[config.mk]
export PLATFORM = sky130hd
export DESIGN_NAME = group_permute_stream
export DESIGN_NICKNAME = d
export VERILOG_FILES = /design/src/rtl/group_permute_stream.sv
export SDC_FILE = /design/constraint.sdc
export NUM_CORES = 1
export LEC_CHECK = 0
export CAP_MARGIN = 10
export CORE_ASPECT_RATIO = 1.2
export CORE_MARGIN = 10
export CORE_UTILIZATION = 52
export CTS_CLUSTER_SIZE = 8
export DETAILED_ROUTE_END_ITERATION = 10
export PLACE_DENSITY = 0.83
export SYNTH_ARGS = -nofsm -noshare
export SYNTH_HDL_FRONTEND = slang
export SYNTH_SLANG_ARGS = --single-unit
[constraint.sdc]
create_clock -name clk -period 5.4 [get_ports clk]
set_clock_uncertainty 0.15 [all_clocks]
set_input_delay 1.35 -clock clk [delete_from_list [all_inputs] [get_ports clk]]
set_output_delay 1.35 -clock clk [all_outputs]
set_load 0.01 [all_outputs]
[src/rtl/group_permute_stream.sv]
// group_permute_stream
//
// Streaming group-permutation engine. The data word is split into
// N = DATA_W/GROUP_W groups of GROUP_W bits. Group 0 is the least
// significant group. Each accepted beat is permuted with the registered
// mode and stored in a 2-entry in-order output buffer.
//
// Modes:
//   0 pass
//   1 adjacent-pair swap (with odd N, the top group passes through)
//   2 group reversal
//   3 rotate-left by rot_q mod N groups
//
// A saturating counter tracks output handshakes.
//
// Ports:
//   clk, rst     - clock; synchronous active-high reset
//   cfg_we       - loads cfg_mode / cfg_rot into mode_q / rot_q
//   cfg_mode     - permutation mode (0..3)
//   cfg_rot      - rotate amount in groups (mode 3)
//   in_valid     - input beat valid
//   in_ready     - engine can accept a beat (registered occupancy only)
//   in_data      - input beat
//   out_valid    - output beat valid (buffer not empty)
//   out_ready    - downstream accepts the head beat
//   out_data     - head beat of the buffer (0 when empty)
//   xfer_count   - saturating count of output handshakes
module group_permute_stream #(
    parameter int DATA_W  = 8,
    parameter int GROUP_W = 4,
    parameter int CNT_W   = 8,
    localparam int N      = DATA_W / GROUP_W,
    localparam int ROT_W  = ($clog2(N) < 1) ? 1 : $clog2(N)
) (
    input  logic              clk,
    input  logic              rst,
    input  logic              cfg_we,
    input  logic [1:0]        cfg_mode,
    input  logic [ROT_W-1:0]  cfg_rot,
    input  logic              in_valid,
    output logic              in_ready,
    input  logic [DATA_W-1:0] in_data,
    output logic              out_valid,
    input  logic              out_ready,
    output logic [DATA_W-1:0] out_data,
    output logic [CNT_W-1:0]  xfer_count
);

    // Build each output group by selecting its source group with a constant
    // index compare. This keeps every part-select static and maps to a
    // plain N-way mux per group.
    function automatic logic [DATA_W-1:0] permute(
        input logic [DATA_W-1:0] d,
        input logic [1:0]        mode,
        input logic [ROT_W-1:0]  rot
    );
        logic [DATA_W-1:0] res;
        int                src;
        int                r;
        res = '0;
        r   = int'(rot) % N;
        for (int g = 0; g < N; g++) begin
            case (mode)
                2'd0:    src = g;
                // With odd N, the top group has no partner and keeps its place.
                2'd1:    src = ((g ^ 1) < N) ? (g ^ 1) : g;
                2'd2:    src = N - 1 - g;
                default: src = (g - r + N) % N;
            endcase
            for (int s = 0; s < N; s++) begin
                if (s == src) begin
                    res[g*GROUP_W +: GROUP_W] = d[s*GROUP_W +: GROUP_W];
                end
            end
        end
        return res;
    endfunction

    function automatic logic [CNT_W-1:0] sat_inc(input logic [CNT_W-1:0] v);
        return (v == {CNT_W{1'b1}}) ? v : v + 1'b1;
    endfunction

    logic [1:0]        mode_q;
    logic [ROT_W-1:0]  rot_q;
    logic [1:0]        count_q;
    logic              wr_ptr_q;
    logic              rd_ptr_q;
    logic [CNT_W-1:0]  xfer_q;
    logic [DATA_W-1:0] buf_q [2];
    logic              push;
    logic              pop;

    assign in_ready   = (count_q < 2'd2) && !rst;
    assign out_valid  = (count_q != 2'd0);
    assign out_data   = out_valid ? buf_q[rd_ptr_q] : '0;
    assign xfer_count = xfer_q;

    // in_ready already carries !rst, so no beat is captured during reset.
    assign push = in_valid && in_ready;
    assign pop  = out_valid && out_ready;

    // Control state: configuration, buffer pointers/occupancy, counter.
    always_ff @(posedge clk) begin
        if (rst) begin
            mode_q   <= 2'd0;
            rot_q    <= '0;
            count_q  <= 2'd0;
            wr_ptr_q <= 1'b0;
            rd_ptr_q <= 1'b0;
            xfer_q   <= '0;
        end else begin
            if (cfg_we) begin
                mode_q <= cfg_mode;
                rot_q  <= cfg_rot;
            end
            if (push) begin
                wr_ptr_q <= ~wr_ptr_q;
            end
            if (pop) begin
                rd_ptr_q <= ~rd_ptr_q;
                xfer_q   <= sat_inc(xfer_q);
            end
            case ({push, pop})
                2'b10:   count_q <= count_q + 2'd1;
                2'b01:   count_q <= count_q - 2'd1;
                default: count_q <= count_q;
            endcase
        end
    end

    // Data storage: the transform uses the pre-update mode_q/rot_q, so a
    // cfg_we on the same edge affects only later beats.
    always_ff @(posedge clk) begin
        if (push) begin
            buf_q[wr_ptr_q] <= permute(in_data, mode_q, rot_q);
        end
    end

endmodule

==> impl_metrics.ini <==
[worst_setup_path]
start_kind = input port
endpoint = in_ready
regToRegEndpoint = count_q[1]
crit_path_start = rst
rrSetupSlack_ns = 3.50
cp_data_arrival_time_ns = 2.73
reg2reg_from = count_q[0]
path_max_fanout = 17
path_class = input port to output pin
end_kind = output pin
worst_ep_required_time_ns = 3.90
reg2regPathDepth = 5

[placement]
io_buffers = 33
dp_hpwl_um = 2340
placed_cell_area_um2 = 1820
place_inst = 194
routabilityCongestion = 0.745

[route]
vias_per_cell = 5.39
first_pass_iters = 6
routed_wl_um = 3090
ant_nets = 0
drtIter0Drc = 21
drc = 0
vias = 1088
routedWlPerCell_um = 15.3

[global_routing]
grt_pass1_vias = 1138
grt_overflow = 0
grt_pass1_wl_um = 5220
antenna_found_initial = 0
grt_usage_pct = 12.6
grt_max_degree = 18

[cells_and_area]
fill_cells = 190
area_delta_synth_final_pct = 30.7
fin_cells = 202
final_nets = 188
fin_area_um2 = 1890
drive_above_1_share_pct = 10.1
post-route-util_pct = 72.7
antenna_cells = 0

[die]
dieArea_um2 = 5310
std_cell_rows = 20
core-area_um2 = 2600
start_util_pct = 55.7
dieWidth_um = 68.2
io_pins = 34
die_y_um = 77.8

[power]
p_leak_nw = 0.675
ir_drop_v = 0.000266
powerDensity_nw_per_um2 = 375

[clock_network]
clkLatencyLatePin_ns = 0.32
cts_buffers = 5
cts.sinks = 32
root_buffer = clkbuf_4
cts_max_level = 2
path_clk_slew_ns = 0.09
clock_path_buffers = 2
ctsHoldBuffers = 0
cts_tree = built
post-cts-setup-buffers = 0
ctsResizeCount = 0

[timing]
finalHoldViolations = 0
rsz0062_at_grt = no
worstMarginPinSlew_ns = 0.670
fin_tns_setup_ns = 0
timing.fmax_ghz = 0.237
slew_headroom_pct = 55.2
min_period_ns = 4.23
setup_viol = 0
slew_violations = 0
finalCritPeriodShare_pct = 78.3

[flow_run]
max_cap_violations = 0

[outcome]
status = complete, no violations

[yosys]
syn_area_per_cell_um2 = 11.1
synth_cell_types = 26
netlist_area_um2 = 1450
ys_ff_latch = 32
synth_seq_area_share_pct = 55.3
yosysWarnings = 0
syn_inst = 130
synthesis.nets = 150

[hold_path]
min_path_type = register to register
worst min path at each step:
| stage | from | endpoint | slack (ns) | cells after the start |
|---|---|---|---|---|
| global route | xfer_count[6] | xfer_count[6] | 0.42 | 1 |
| detailed placement | rd_ptr_q | rd_ptr_q | 0.36 | 2 |
| finish | mode_q[1] | mode_q[1] | 0.38 | 2 |
| global placement | rd_ptr_q | rd_ptr_q | 0.34 | 2 |
| floorplan | rd_ptr_q | register | 0.33 | 2 |
| CTS | rd_ptr_q | rd_ptr_q | 0.39 | 2 |
where the power goes:
part / internal (mW) / switching [mW]
registers: 0.287 / 0.0283
clock network: 0.0970 / 0.0742
logic: 0.120 / 0.104
total: 0.503 / 0.207
registers in the layout (all words and copies together) (netlist names), named ones only:
signal / flops
count_q: 2
buf_q: 16
rd_ptr_q: 1
mode_q: 2
wr_ptr_q: 1
rot_q: 1
xfer_count: 8
cell usage in the layout, fill, tap and decap left out, types with 5 or more instances in the layout:
cell / n
clkbuf_4: 5
a21oi_1: 5
clkdlybuf4s50_1: 33
mux2_2: 8
edfxtp_1: 16
nor2_1: 24
dfxtp_1: 16
mux2i_1: 14
inv_1: 5
cells in the mapped netlist:
library cell / number / area, um^2
nor2_1: 24 / 90.1
dfxtp_1: 16 / 320
edfxtp_1: 16 / 480
mux2i_1: 14 / 140
mux2_2: 8 / 90.1
a21oi_1: 5 / 25.0
inv_1: 5 / 18.8
ha_1: 4 / 50.1
nand2_1: 4 / 15.0
nand3_1: 4 / 20.0
xnor2_1: 4 / 35.0
a211oi_1: 3 / 22.5
clkbuf_1: 3 / 11.3
nor3_1: 3 / 15.0
o21ai_0: 3 / 15.0
and3_1: 2 / 12.5
or3_1: 2 / 12.5
xor2_1: 2 / 17.5
and4_1: 1 / 8.76
nand4_1: 1 / 6.26
nor2b_1: 1 / 6.26
nor4_1: 1 / 6.26
o21ai_2: 1 / 8.76
o31ai_1: 1 / 7.51
or2_1: 1 / 6.26
or4_1: 1 / 7.51
cell type report:
cell class              count  area, um^2  share of cell area (%)
flip-flops and latches     32         801                    42.3
multi-input cells          90         618                    32.7
repair buffers             34         338                    17.8
clock inverters             2        35.0                    1.85
inverters                   5        18.8                   0.991
well taps                  33        41.3                    2.18
clock buffers               6        41.3                    2.18
routing by layer:
layer | wire length (um) | share of wire (%) | track usage (%)
met5 | 0 | 0 | 0
met4 | 37 | 1.2 | 6.65
met3 | 282 | 9.1 | 4.60
met2 | 1580 | 51 | 20.8
met1 | 1190 | 38 | 13.4
kinds of logic (layout without fill, tap and decap cells):
| group | count (synthesis) | after routing | synth area share (%) |
|---|---|---|---|
| xor gates and xnor gates | 6 | 6 | 3.63 |
| and+or+nand+nor | 45 | 45 | 14.2 |
| adders and majority gates | 4 | 4 | 3.45 |
| muxes | 22 | 22 | 15.9 |
| buffers and inverters | 8 | 47 | 2.07 |
| DFF | 32 | 32 | 55.3 |
| AOI/OAI and AO/OA | 13 | 13 | 5.44 |
critical path, stage by stage:
cell             delay [ns]
clkdlybuf4s50_1        0.40
buf_4                  0.20
nor2_1                 0.19
clkdlybuf4s50_1        0.58
through the flow:
step | setup slack (ns) | hold slack, ns | power [mW]
CTS | 1.16 | 0.386 | 0.719
finish | 1.17 | 0.383 | 0.710
detailed placement | 1.18 | 0.361 | 0.547
global placement | 1.23 | 0.344 | 0.537
global route | 1.10 | 0.416 | 0.752
floorplan | 2.17 | 0.331 | 0.439
Note: power is estimated with default switching activity, not from simulation.
